[src/rtl/enigma_feeder.sv]
// -----------------------------------------------------------------------------
// enigma_feeder
//   Front-end for the enigma core. Filters an ASCII byte stream down to
//   letters, folds case to letter codes 1..26, queues them in a FIFO and,
//   on each pop, maps them through a reconfigurable plugboard before issuing
//   them one at a time to the core.
//
// Ports
//   clk_in, rst_n_in        clock, asynchronous active-low reset
//   ascii_valid_in/ascii_in byte strobe and byte
//   ascii_ready_out         high while the FIFO is not full
//   plug_valid_in           plugboard pair write (plug_a_in, plug_b_in)
//   plug_clear_in           restore identity plugboard (wins over a write)
//   enc_cfg_in              core reconfiguration; aborts the letter in flight
//   enc_ready_in            core ready
//   enc_valid_out           one-cycle letter strobe to the core
//   enc_data_out            plugboard-mapped letter code 1..26
//   fifo_count_out          FIFO occupancy
//   drop_count_out          discarded non-letter bytes, saturating at 255
//   dbg_state_out           issue FSM state (0 idle, 1 hold, 2 wait)
//
// Handshake: a byte moves when ascii_valid_in && ascii_ready_out are both high
// in the same cycle. A letter is offered to the core only when enc_ready_in is
// high in the IDLE state; enc_valid_out is then high for exactly one cycle.
// -----------------------------------------------------------------------------
module enigma_feeder #(
    parameter int DEPTH = 16
) (
    input  logic                     clk_in,
    input  logic                     rst_n_in,
    input  logic                     ascii_valid_in,
    input  logic [7:0]               ascii_in,
    output logic                     ascii_ready_out,
    input  logic                     plug_valid_in,
    input  logic [4:0]               plug_a_in,
    input  logic [4:0]               plug_b_in,
    input  logic                     plug_clear_in,
    input  logic                     enc_cfg_in,
    input  logic                     enc_ready_in,
    output logic                     enc_valid_out,
    output logic [4:0]               enc_data_out,
    output logic [$clog2(DEPTH):0]   fifo_count_out,
    output logic [7:0]               drop_count_out,
    output logic [1:0]               dbg_state_out
);

    localparam int AW = $clog2(DEPTH);
    localparam int CW = AW + 1;

    typedef enum logic [1:0] {
        S_IDLE = 2'd0,
        S_HOLD = 2'd1,
        S_WAIT = 2'd2
    } state_t;

    state_t          r_state;
    state_t          w_state_nxt;
    logic [4:0]      r_mem [0:DEPTH-1];
    logic [AW-1:0]   r_wr_ptr;
    logic [AW-1:0]   r_rd_ptr;
    logic [CW-1:0]   r_count;
    logic [7:0]      r_drop;
    logic            r_valid;
    logic [4:0]      r_data;
    logic            r_cfg_d;
    logic [4:0]      r_map [1:26];
    logic [4:0]      w_map_nxt [1:26];
    logic [4:0]      w_pa;
    logic [4:0]      w_pb;

    logic w_full, w_empty, w_is_letter, w_accept, w_push, w_drop, w_pop;
    logic w_plug_ok;

    // ---------------- input filter ----------------
    // 'A'..'Z' and 'a'..'z' both carry the letter code 1..26 in bits [4:0].
    assign w_is_letter = ((ascii_in >= 8'h41) && (ascii_in <= 8'h5A)) ||
                         ((ascii_in >= 8'h61) && (ascii_in <= 8'h7A));
    assign w_full      = (r_count == CW'(DEPTH));
    assign w_empty     = (r_count == '0);
    assign w_accept    = ascii_valid_in && !w_full;
    assign w_push      = w_accept && w_is_letter;
    assign w_drop      = w_accept && !w_is_letter;

    // No pop during an abort or in the cycle right after it.
    assign w_pop = (r_state == S_IDLE) && !w_empty && enc_ready_in &&
                   !enc_cfg_in && !r_cfg_d;

    // ---------------- FIFO ----------------
    always_ff @(posedge clk_in) begin
        if (w_push) r_mem[r_wr_ptr] <= ascii_in[4:0];
    end

    always_ff @(posedge clk_in or negedge rst_n_in) begin
        if (!rst_n_in) begin
            r_wr_ptr <= '0;
            r_rd_ptr <= '0;
            r_count  <= '0;
            r_drop   <= '0;
        end else begin
            if (w_push) r_wr_ptr <= r_wr_ptr + AW'(1);
            if (w_pop)  r_rd_ptr <= r_rd_ptr + AW'(1);
            case ({w_push, w_pop})
                2'b10:   r_count <= r_count + CW'(1);
                2'b01:   r_count <= r_count - CW'(1);
                default: r_count <= r_count;
            endcase
            if (w_drop && (r_drop != 8'hFF)) r_drop <= r_drop + 8'd1;
        end
    end

    // ---------------- plugboard ----------------
    // Both letters of a write drop their old partners back to identity before
    // the new pair is formed; a==b therefore just unpairs the letter.
    assign w_plug_ok = plug_valid_in &&
                       (plug_a_in >= 5'd1) && (plug_a_in <= 5'd26) &&
                       (plug_b_in >= 5'd1) && (plug_b_in <= 5'd26);

    always_comb begin
        w_map_nxt = r_map;
        w_pa      = 5'd0;
        w_pb      = 5'd0;
        if (plug_clear_in) begin
            for (int i = 1; i <= 26; i++) w_map_nxt[i] = 5'(i);
        end else if (w_plug_ok) begin
            w_pa = r_map[plug_a_in];
            w_pb = r_map[plug_b_in];
            w_map_nxt[w_pa]      = w_pa;
            w_map_nxt[w_pb]      = w_pb;
            w_map_nxt[plug_a_in] = plug_b_in;
            w_map_nxt[plug_b_in] = plug_a_in;
        end
    end

    always_ff @(posedge clk_in or negedge rst_n_in) begin
        if (!rst_n_in) begin
            for (int i = 1; i <= 26; i++) r_map[i] <= 5'(i);
        end else begin
            r_map <= w_map_nxt;
        end
    end

    // ---------------- issue FSM ----------------
    always_comb begin
        w_state_nxt = r_state;
        if (enc_cfg_in) begin
            w_state_nxt = S_IDLE;
        end else begin
            case (r_state)
                S_IDLE:  if (w_pop) w_state_nxt = S_HOLD;
                // HOLD covers the cycle in which the core's ready is still stale.
                S_HOLD:  w_state_nxt = S_WAIT;
                S_WAIT:  if (enc_ready_in) w_state_nxt = S_IDLE;
                default: w_state_nxt = S_IDLE;
            endcase
        end
    end

    always_ff @(posedge clk_in or negedge rst_n_in) begin
        if (!rst_n_in) begin
            r_state <= S_IDLE;
            r_valid <= 1'b0;
            r_data  <= 5'd0;
            r_cfg_d <= 1'b0;
        end else begin
            r_state <= w_state_nxt;
            r_valid <= w_pop;
            r_cfg_d <= enc_cfg_in;
            // The table as it stands at pop time is the one applied.
            if (w_pop) r_data <= r_map[r_mem[r_rd_ptr]];
        end
    end

    assign ascii_ready_out = !w_full;
    assign enc_valid_out   = r_valid;
    assign enc_data_out    = r_data;
    assign fifo_count_out  = r_count;
    assign drop_count_out  = r_drop;
    assign dbg_state_out   = r_state;

endmodule

[config.mk]
export PLATFORM = sky130hd
export DESIGN_NAME = enigma_feeder
export DESIGN_NICKNAME = d
export VERILOG_FILES = /design/src/rtl/enigma_feeder.sv
export SDC_FILE = /design/constraint.sdc
export NUM_CORES = 1
export LEC_CHECK = 0
export ABC_AREA = 1
export CAP_MARGIN = 10
export CORE_ASPECT_RATIO = 0.5
export CORE_MARGIN = 2
export CORE_UTILIZATION = 30
export DETAILED_ROUTE_END_ITERATION = 7
export PLACE_DENSITY = 0.5
export SYNTH_ARGS = -nofsm -noshare
export SYNTH_HDL_FRONTEND = slang
export SYNTH_SLANG_ARGS = --single-unit
[constraint.sdc]
create_clock -name clk_in -period 3.8 [get_ports clk_in]
set_input_delay 1.14 -clock clk_in [delete_from_list [all_inputs] [get_ports clk_in]]
set_output_delay 1.14 -clock clk_in [all_outputs]
set_load 0.05 [all_outputs]
# Word level (Yosys, flattened, before mapping)

Memories as Yosys holds them, arrays and structs flattened.
Cells that the tools add are included.

$add $sub $neg: 5
$lt $le $gt $ge: 17
Equal/unequal tests: 8
Muxes and demuxes: 30
Bitwise gates (word level): 5
Reductions and logical operators: 29

Operator list:

| cell                                                 | count |
|---|---|
| bitwise mux 130 bit                                  | 4 |
| two-way mux 130 bit                                  | 2 |
| demux 5 bit (select 5 bit)                           | 4 |
| binary-select mux 5 bit (select 5 bit)               | 3 |
| two-way mux 5 bit                                    | 10 |
| >= comparator 6 bit (second input constant)          | 5 |
| NOT 5 -> 6 bit                                       | 5 |
| < comparator 6 x 1 -> 1 bit (second input constant)  | 4 |
| logical AND 1 bit                                    | 18 |
| >= comparator 8 x 7 -> 1 bit (second input constant) | 2 |
| <= comparator 8 x 7 -> 1 bit (second input constant) | 2 |
| >= comparator 5 x 1 -> 1 bit (second input constant) | 2 |
| <= comparator 5 bit (second input constant)          | 2 |
| case mux 5 bit (2 select lines)                      | 1 |
| adder 4 x 1 -> 4 bit (second input constant)         | 2 |
| adder 8 x 1 -> 8 bit (second input constant)         | 1 |
| inequality test 8 bit (second input constant)        | 1 |
| two-way mux 2 bit                                    | 3 |
| inequality test 3 bit (second input constant)        | 2 |
| case mux 2 bit (3 select lines)                      | 1 |
| adder 5 x 1 -> 5 bit (second input constant)         | 1 |
| equality test 5 bit (second input constant)          | 1 |
| logical NOT 1 bit                                    | 5 |
| logical NOT 5 bit                                    | 1 |
| 8 further kinds                                      | 12 |

Register bits: 160
RAM bits: 80
Input bits: 25
Output and inout bits: 22
Word-level logic and storage cells: 129
Memories kept: 1

Memories:

| memory | depth | bits a word | read ports | clocked after Yosys merged registers in | wr ports | RTL line | source |
|---|---|---|---|---|---|---|---|
| r_mem  | 16    | 5           | 1          | 0                                       | 1        | 58       | `logic [4:0] r_mem [0:DEPTH-1];` |

# Longest topological paths before layout

Gate-level depths: netlist (run 1).

Word-level depth: 15
Depth in mapped cells: 21
Depth with buffers taken out: 19

# Least setup slack after synthesis (run 1)

Ideal clock, no wire load.

Path type: input port to flip-flop
Start: in enc_cfg_in
End: reg r_count[4], in the netlist fifo_count_out[4]
Setup time: 0.131 ns
Data arrival time: 3.301 ns
Required time: 3.669 ns
Setup slack: 0.368 ns
Cell stages on the path: 11
Buffers on the path: 1
Path through: nor4_1 > a21boi_0 > clkbuf_1 > ha_1 > ha_1 > a21o_1 > a21oi_1 > inv_1 > a21oi_1 > o21ai_0 > xor2_1

Cells in the longest elaborated chain, start to end: 5
Elaborated cells on any way between the ends: 7
Those cells by class: eq/ne: 2; mux: 1; reduce/logical: 4

RTL lines:

| item                                                                  | RTL line | source |
|---|---|---|
| start, declared                                                       | 38       | `input logic enc_cfg_in,` |
| logical NOT 1 bit *                                                   | 86       | `!enc_cfg_in && !r_cfg_d;` |
| logical AND 1 bit *                                                   | 85       | `assign w_pop = (r_state == S_IDLE) && !w_empty && enc_ready_in &&` |
| logical AND 1 bit *                                                   | 86       |  |
| via w_pop                                                             | 71       | `logic w_full, w_empty, w_is_letter, w_accept, w_push, w_drop, w_pop;` |
| equality test 2 x 1 -> 1 bit or equality test 2 bit (tied branches)   | 102      | `case ({w_push, w_pop})` |
| case mux 5 bit (2 select lines) or nonzero test 2 bit (tied branches) | -        |  |
| end signal, assigned                                                  | 103      | `2'b10: r_count <= r_count + CW'(1);` |
| end signal, assigned                                                  | 104      | `2'b01: r_count <= r_count - CW'(1);` |
| end signal, assigned                                                  | 105      | `default: r_count <= r_count;` |
| end, declared                                                         | 61       | `logic [CW-1:0] r_count;` |

The timed path passes the listed nets; every way through them passes the cells marked *.
A chain may end at the register's enable or synchronous reset.

# Worst setup path in the final report (run 1)

Start: in plug_a_in[1]
End: reg r_map[8] in the netlist's numbering

Cells in the longest elaborated chain, start to end: 15
Elaborated cells on any way between the ends: 28
Those cells by class: order compare: 6; mux: 13; bitwise: 2; reduce/logical: 7

RTL lines:

| item                                                                                     | RTL line | source |
|---|---|---|
| start, declared                                                                          | 35       | `input logic [4:0] plug_a_in,` |
| NOT 5 -> 6 bit (implied by the code)                                                     | 125, 129 |  |
| binary-select mux 5 bit (select 5 bit)                                                   | 125      | `w_pa = r_map[plug_a_in];` |
| two-way mux 5 bit (implied by the code) (2 in series)                                    | 125      |  |
| NOT 5 -> 6 bit (implied by the code)                                                     | 127      | `w_map_nxt[w_pa] = w_pa;` |
| >= comparator 6 bit (implied by the code) or < comparator 6 x 1 -> 1 bit (tied branches) | 127      |  |
| logical AND 1 bit (implied by the code)                                                  | 127      |  |
| two-way mux 5 bit (implied by the code)                                                  | 127      |  |
| demux 5 bit (select 5 bit)                                                               | 127      |  |
| bitwise mux 130 bit                                                                      | 127      |  |
| bitwise mux 130 bit                                                                      | 128      | `w_map_nxt[w_pb] = w_pb;` |
| bitwise mux 130 bit                                                                      | 129      | `w_map_nxt[plug_a_in] = plug_b_in;` |
| bitwise mux 130 bit                                                                      | 130      | `w_map_nxt[plug_b_in] = plug_a_in;` |
| two-way mux 130 bit                                                                      | 124      | `end else if (w_plug_ok) begin` |
| two-way mux 130 bit                                                                      | 122      | `if (plug_clear_in) begin` |
| end signal, assigned                                                                     | 138      | `r_map <= w_map_nxt;` |
| end, declared                                                                            | 66       | `logic [4:0] r_map [1:26];` |

Several ways; a longest one is shown, not always the timed one. The select of a mux whose other input is x is not followed.

==> results of run 1 <==
[cell type report]
| type | count | area share, % |
|---|---|---|
| clock buffers | 35 | 3.42 |
| multi-input cells | 2122 | 43.2 |
| repair buffers | 367 | 14.2 |
| clock inverters | 11 | 0.500 |
| well taps | 768 | 4.41 |
| inverters | 258 | 4.45 |
| flip-flops and latches | 240 | 29.8 |
[critical path: stages]
cell and delay [ns]:
clkdlybuf4s50_1 0.44, buf_12 0.15, inv_2 0.16, buf_4 0.31, buf_4 0.22, nand2_1 0.10
nand2_1 0.13, nand2_1 0.11, nand2_1 0.09, nor2_2 0.05, nand2_1 0.08, buf_4 0.15
nand2_1 0.05, nor2_1 0.21, nand2_1 0.12, nand3_2 0.14, nor2_1 0.05, nor2_1 0.24
nand2_1 0.08, o21ai_0 0.09
[layer usage]
layer	wire length (µm)	vias up	global-route usage, %
li1	-	9329	-
met1	37400	9041	39.2
met2	33700	869	39.8
met3	7410	143	5.31
met4	2410	0	7.17
met5	0	-	0
[state kept, by name, summed over array words and instances (netlist names)]
name	flops
dbg_state_out	2
drop_count_out	8
enc_data_out	5
enc_valid_out	1
fifo_count_out	5
r_cfg_d	1
r_map	130
r_mem	80
r_rd_ptr	4
r_wr_ptr	4
[kinds of logic after synthesis]
| family | synth area share (%) |
|---|---|
| and+or+nand+nor | 42.3 |
| buffers and inverters | 8.84 |
| AOI/OAI and AO/OA | 9.92 |
| DFF | 37.3 |
| xor gates and xnor gates | 0.757 |
| adders and majority gates | 0.836 |
| muxes | 0.0648 |
[cell usage in the layout (no fill, tap or decap), types with 3 or more instances in the layout]
cell type / netlist / final
nor2_1: 292 / 288
nor3_2: 4 / 3
dfstp_2: 60 / 60
o21ai_2: 4 / 7
buf_12: 0 / 19
nand4_1: 11 / 11
buf_4: 12 / 302
clkbuf_1: 52 / 3
nor2_2: 13 / 15
nand2_1: 1078 / 1077
a21oi_1: 90 / 89
nand3_2: 1 / 3
inv_1: 245 / 244
xnor2_1: 4 / 4
o21ai_1: 17 / 15
clkdlybuf4s50_1: 0 / 40
nor2_4: 1 / 3
nand3_1: 350 / 348
clkinv_2: 0 / 4
inv_2: 11 / 12
a221o_1: 3 / 3
nor3_1: 4 / 4
clkbuf_8: 0 / 6
o22ai_1: 43 / 43
o21ai_0: 136 / 135
edfxtp_1: 80 / 80
dfrtp_1: 100 / 100
nand3b_1: 12 / 12
nand2_2: 9 / 10
buf_2: 51 / 3
o211ai_1: 9 / 9
clkbuf_16: 0 / 26
xor2_1: 11 / 11
ha_1: 10 / 10
[power by group through the flow]
| stage | logic [mW] | registers, mW | clock network [mW] |
|---|---|---|---|
| 2_1_floorplan | 3.40 | 3.54 | 0 |
| 3_3_place_gp | 6.27 | 3.36 | 0 |
| 3_5_place_dp | 6.30 | 3.36 | 0 |
| 4_1_cts | 6.32 | 3.32 | 2.69 |
| 5_1_grt | 6.95 | 3.36 | 2.80 |
| 6_report | 6.47 | 3.33 | 2.62 |
[worst paths after layout]
path	slack, ns	to	cells past startpoint
max	0.15	r_map[8]	20
min	0.47	r_map[93]	2
max reg2reg	0.24	enc_data_out[4]	15
min reg2reg	0.47	r_map[93]	2
max in group asynchronous	2.43	r_map[54]	2
min in group asynchronous	0.58	r_map[98]	1
[Yosys cell counts (all sizes together), types with 2 or more instances]
library cell  instances  area (µm²)
a21boi                3        22.5
a21o                  2        15.0
a21oi                91         459
a221o                 3        30.0
buf                  70         372
clkbuf               52         195
clkinv                2        7.51
dfrtp               100        2500
dfstp                60        1580
edfxtp               80        2400
ha                   10         125
inv                 256         961
nand2              1088        4110
nand3               351        1760
nand3b               12        90.1
nand4                12        81.3
nor2                306        1190
nor3                  9        76.3
nor4                  2        12.5
o211ai                9        67.6
o21ai               157         801
o22ai                43         269
o31ai                 2        15.0
xnor2                 4        35.0
xor2                 11        96.3
[what timing repair did]
item,in CTS,in global routing
setup endpoints to repair,3,111
resized for setup,2,14
gates cloned,0,0
pin swaps,0,0
==> key figures, run 1 <==
Power and ir drop
  – Cell Int Power: 6.36 mW
  – Pwr/cell area: 571 nW/µm²
  – Clock power share: 21.1%
  – Maximum VDD drop: 0.000397 V
  – Static Leak: just over 10 nW
  – Net Sw Frac: 48.8%
  – Total power: ~12 mW
  – Sequential power share: between 20% and 30%
  – Net Switching: 6.06 mW
  – Combinational Power Share: 52.1%

Global routing
  – Initial antenna violation count: 0
  – GRT Total Usage: 26.7%
  – First-pass GRT wire length: 119 mm
  – GRT overflow: 0
  – Pin count of the biggest net entering global routing: 67
  – Vias in the first global route: 18.1k

Floorplanning
  – Rows: 62
  – IO Count: 47
  – Die H: 174 µm
  – Die area: 59,900 µm²
  – Die W: 344 µm
  – Core Region: 57,300 µm²
  – Initial core utilization: a little under a third

Finish
  – Antenna Cells: 0
  – P&R area growth vs syn: 25.4%
  – Post-route non-filler standard cell count: 3,801
  – FF/Latch Area: around 6500 µm²
  – Utilization after layout: between 30% and 40%
  – Nets: 3,050
  – Area of the multi-input gates: between 9000 and 10,000 µm²
  – Final instance area: 21,800 µm²
  – Layout cell share with drive strength beyond 1: around 16%
  – # fillers: 6,173

Clock network
  – Reg clk slew, reported paths: 0.07 ns
  – CTS Buf Count: 25
  – Post-CTS setup buffers: 0
  – Worst skew pair latency: about 0.60 ns
  – CTS tree: done
  – Clk buf depth: 3
  – Clk root buf: clkbuf_16
  – Hold_buf cts: 0
  – Htree depth: 1
  – Clock Sinks: 240

STA
  – Fin crit period: 3.65 ns
  – Fin Clk Skew: roughly 0.028 ns
  – Final hold violations: 0
  – F_max: 0.274 GHz
  – TNS Setup: 0 ns
  – Setup Viol. Count Final: 0
  – Slew Limit Fails: 0
  – Fin crit share: 96.0%
  – Hold WS: approximately 0.47 ns
  – Relative slew slack: 36.9%
  – RSZ-0062 raised after global routing: false
  – Final worst slack: about 0.15 ns
  – Slew @ Worst Pin: between 0.9 and 1 ns

Job
  – Max Cap Viol: 0

Worst setup path
  – Startpoint Class: primary input
  – Worst EP required: about 4.3 ns
  – WS Path Type: primary input to flop
  – Crit path launch: plug_a_in[1]
  – Max FO, Critical Path: 15
  – R2r startpoint: r_rd_ptr[1]
  – Critical Path AT: roughly 4.1 ns
  – Crit path capture type: flop

Detailed routing
  – Drt wl/cell: approximately 21 µm
  – Starting DRT DRC Count: about 2k
  – Antenna Violating Nets Remaining: 0
  – Routed via count: 19.4k
  – WL final: 81.0 mm
  – Via density: 5.10
  – Drt pass-1 iters: 8
  – DRC: 3

Logic synthesis
  – Library cells used by synthesis: 46
  – Synthesis-stage register bit count: 240
  – Share of synthesized flip-flops with an asynchronous set or reset: 66.7%
  – Synth Flop Type: dfrtp_1
  – Post-synth EDFFs: 80
  – Post-Syn Instances: 2,742
  – Mapped Area: 17,400 µm²
  – Syn_nets: approximately 2.8k
  – Sequential area share after synthesis: a little under two fifths
  – Synth warn: 0
  – Synthesized area per cell: 6.33 µm²

Worst hold path
  – Worst hold path startpoint: r_map[93]
  – HP Class: flop to flop

Placed design
  – Post-placement worst setup slack: -0.604 ns
  – HPWL Detailed: between 60 and 70 mm
  – Placer's final routability congestion estimate: 1.02
  – Placed Area: 20,900 µm²
  – Placed Cells: approximately 3.8k
  – I/O Buffers: 45

Status
  – Status: finished, violations left
  – Failing checks: design-rule violations
Power figures use the tool's default switching activity.
==> run 2: changes to the inputs <==
- CTS_BUF_LIST: default -> sky130_fd_sc_hd__clkbuf_4 sky130_fd_sc_hd__clkbuf_8 sky130_fd_sc_hd__clkbuf_16
==> run 2 against run 1 <==
  * The run now ends clean
  * Largest power group unchanged
  * Sequential power about the same
  * Cell count unchanged
  * Power increased by 0.18%
  * Hold slack about the same
  * Critical path depth decreased by 3
  * Die area unchanged
  * Flip-flop and latch count unchanged
==> key figures, run 2 (synthesis results as in run 1) <==
Global routing
  – GRT Total Usage: 26.7% (about the same)
  – Initial antenna violation count: 0 (unchanged)
  – First-pass GRT wire length: 119 mm (about the same)
  – GRT overflow: 0 (unchanged)
  – Vias in the first global route: 18.1k (about the same)
  – Pin count of the biggest net entering global routing: 67 (unchanged)

Worst setup path
  – Max FO, Critical Path: 7 (was 15)
  – Reg2reg path depth: 15 (unchanged)
  – R2r endpoint: enc_data_out[4] (unchanged)
  – Critical Path Sink: r_map[123] (was r_map[8])
  – Path length in cells of the critical path: 17 (was 20)
  – Crit path buf inv count: 6 (unchanged)
  – Crit path capture type: flop (unchanged)
  – Reg2reg setup slack: 0.26 ns (was 0.24 ns)
  – Critical Path AT: 4.16 ns (was 4.14 ns)
  – Startpoint Class: primary input (unchanged)
  – Slowest stage delay, CP: 0.51 ns (was 0.44 ns)
  – CP max stage cell: clkdlybuf4s50_1 (unchanged)
  – CP cell instances: clkdlybuf4s50_1 > buf_4 > buf_4 > nor3_4 > buf_4 > nand2_1 > nand2_1 > nor2_1 > nand2_1 > nor2_1 > buf_4 > nand3_1 > nand3_1 > buf_4 > o21ai_1 > nand2_1 > nand2_1 (was clkdlybuf4s50_1 > buf_12 > inv_2 > buf_4 > buf_4 > nand2_1 > nand2_1 > nand2_1 > nand2_1 > nor2_2 > nand2_1 > buf_4 > nand2_1 > nor2_1 > nand2_1 > nand3_2 > nor2_1 > nor2_1 > nand2_1 > o21ai_0)
  – WS Path Type: primary input to flop (unchanged)
  – Crit path launch: plug_b_in[4] (was plug_a_in[1])
  – CP top delay family: buffers and inverters (was simple AND/OR/NAND/NOR gates)
  – R2r startpoint: r_rd_ptr[1] (unchanged)
  – Worst EP required: 4.31 ns (was 4.29 ns)

Worst hold path
  – HP Class: flop to flop (unchanged)
  – Hold Crit Depth: 2 (unchanged)

Finish
  – Max FFs per register: 130 (unchanged)
  – Most flops, register: r_map (unchanged)
  – # fillers: 6,172 (was 6,173)
  – Antenna Cells: 0 (unchanged)
  – Commonest non-fill, non-tap cell in the layout: nand2_1 (unchanged)
  – P&R area growth vs syn: 25.4% (about the same)
  – Final instance area: 21,800 µm² (about the same)
  – Layout cell share with drive strength beyond 1: 16.3% (was 16.2%)
  – Nets: 3,050 (unchanged)
  – Commonest cells after routing, fill and taps aside: nand2_1, nand3_1, buf_4, nor2_1, inv_1 (unchanged)
  – Utilization after layout: 38.0% (about the same)

Job
  – Max Cap Viol: 0 (unchanged)

Placed design
  – Placer's final routability congestion estimate: 1.02 (unchanged)
  – I/O Buffers: 45 (unchanged)
  – HPWL Detailed: 61.6 mm (unchanged)
  – Placed Area: 20,900 µm² (unchanged)
  – Post-placement worst setup slack: -0.604 ns (unchanged)

Clock network
  – Post-CTS setup buffers: 0 (unchanged)
  – CTS Buf Count: 25 (unchanged)
  – Htree depth: 1 (unchanged)
  – Clk root buf: clkbuf_16 (unchanged)
  – Worst skew pair latency: 0.60 ns (about the same)
  – Clk buf depth: 3 (unchanged)
  – CTS tree: done (unchanged)
  – Reg clk slew, reported paths: 0.07 ns (about the same)
  – Hold_buf cts: 0 (unchanged)
  – Clock Sinks: 240 (unchanged)

Floorplanning
  – Die W: 344 µm (unchanged)
  – Initial core utilization: 30.3% (unchanged)
  – Die area: 59,900 µm² (unchanged)
  – Die H: 174 µm (unchanged)
  – IO Count: 47 (unchanged)
  – Rows: 62 (unchanged)
  – Core Region: 57,300 µm² (unchanged)

STA
  – Final hold violations: 0 (unchanged)
  – F_max: 0.274 GHz (about the same)
  – Slew Limit Fails: 0 (unchanged)
  – Setup Viol. Count Final: 0 (unchanged)
  – Relative slew slack: 36.0% (was 36.9%)
  – Fin crit share: 96.0% (about the same)
  – Final worst slack: 0.150 ns (was 0.152 ns)
  – RSZ-0062 raised after global routing: false (unchanged)
  – Fin crit period: 3.65 ns (about the same)
  – Slew @ Worst Pin: 0.959 ns (was 0.945 ns)
  – Fin Clk Skew: 0.0236 ns (was 0.0281 ns)

Power and ir drop
  – Pwr/cell area: 571 nW/µm² (about the same)
  – Static Leak: 10.2 nW (about the same)
  – Total power: 12.4 mW (about the same)
  – Maximum VDD drop: 0.000397 V (about the same)

Status
  – Status: complete, no violations (was finished, violations left)

Detailed routing
  – WL final: 81.0 mm (about the same)
  – Drt wl/cell: 21.3 µm (about the same)
  – DRC: 0 (was 3)
  – Via density: 5.10 (about the same)
  – Drt pass-1 iters: 6 (was 8)
  – Antenna Violating Nets Remaining: 0 (unchanged)
  – Routed via count: 19.4k (about the same)
  – Starting DRT DRC Count: 1,999 (was 2,047)
-- run 2: cell types whose count changed in the layout (fill, tap and decap cells not counted) --
cell      delta
clkbuf_1     -3
clkbuf_4     +3
-- run 2: layout make-up --
type / instances / area (µm²) / share of cell area (%)
multi-input cells: 2122 / 9410 / 43.2
flip-flops and latches: 240 / 6480 / 29.8
repair buffers: 367 / 3100 / 14.2
inverters: 258 / 968 / 4.45
well taps: 768 / 961 / 4.41
clock buffers: 35 / 756 / 3.47
clock inverters: 11 / 109 / 0.500
-- run 2: how the worst min path moves through the flow --
stage                     slack [ns]  startpoint        end
after floorplan                 0.44   r_map[71]  r_map[71]
after global routing            0.49   r_map[68]  r_map[68]
after global placement          0.46   r_map[73]  r_map[73]
after CTS                       0.47   r_map[93]  r_map[93]
final                           0.47   r_map[93]  r_map[93]
after detailed placement        0.46   r_map[93]  r_map[93]
-- run 2: timing repair --
item,CTS,global route
endpoints found under the setup margin,3,111
cloned,0,0
gates resized for setup,2,14
-- run 2: worst min-delay path: stages (launching register included) --
cell,delay [ns]
dfstp_2,0.37
nand2_1,0.06
nand2_1,0.05
-- run 2: where the power goes --
part | internal, mW | total (mW) | leakage [nW] | switching [mW]
clock network | 1.47 | 2.64 | 0.431 | 1.17
logic | 1.87 | 6.48 | 7.13 | 4.60
registers | 3.03 | 3.32 | 2.68 | 0.293
-- run 2: stage by stage --
step | setup TNS [ns] | instances | hold slack [ns]
6_report | 0 | 3801 | 0.472
5_1_grt | 0 | 3801 | 0.492
3_3_place_gp | -62.72 | 3755 | 0.460
4_1_cts | 0 | 3801 | 0.473
2_1_floorplan | 0 | 2742 | 0.442
3_5_place_dp | -61.54 | 3755 | 0.463
-- run 2: metal layers --
metal,vias to the layer above,global-route usage (%),wire length [µm]
li1,9328,-,-
met4,0,6.99,2390
met2,815,39.9,33800
met5,-,0,0
met1,9119,39.2,37600
met3,140,5.19,7120
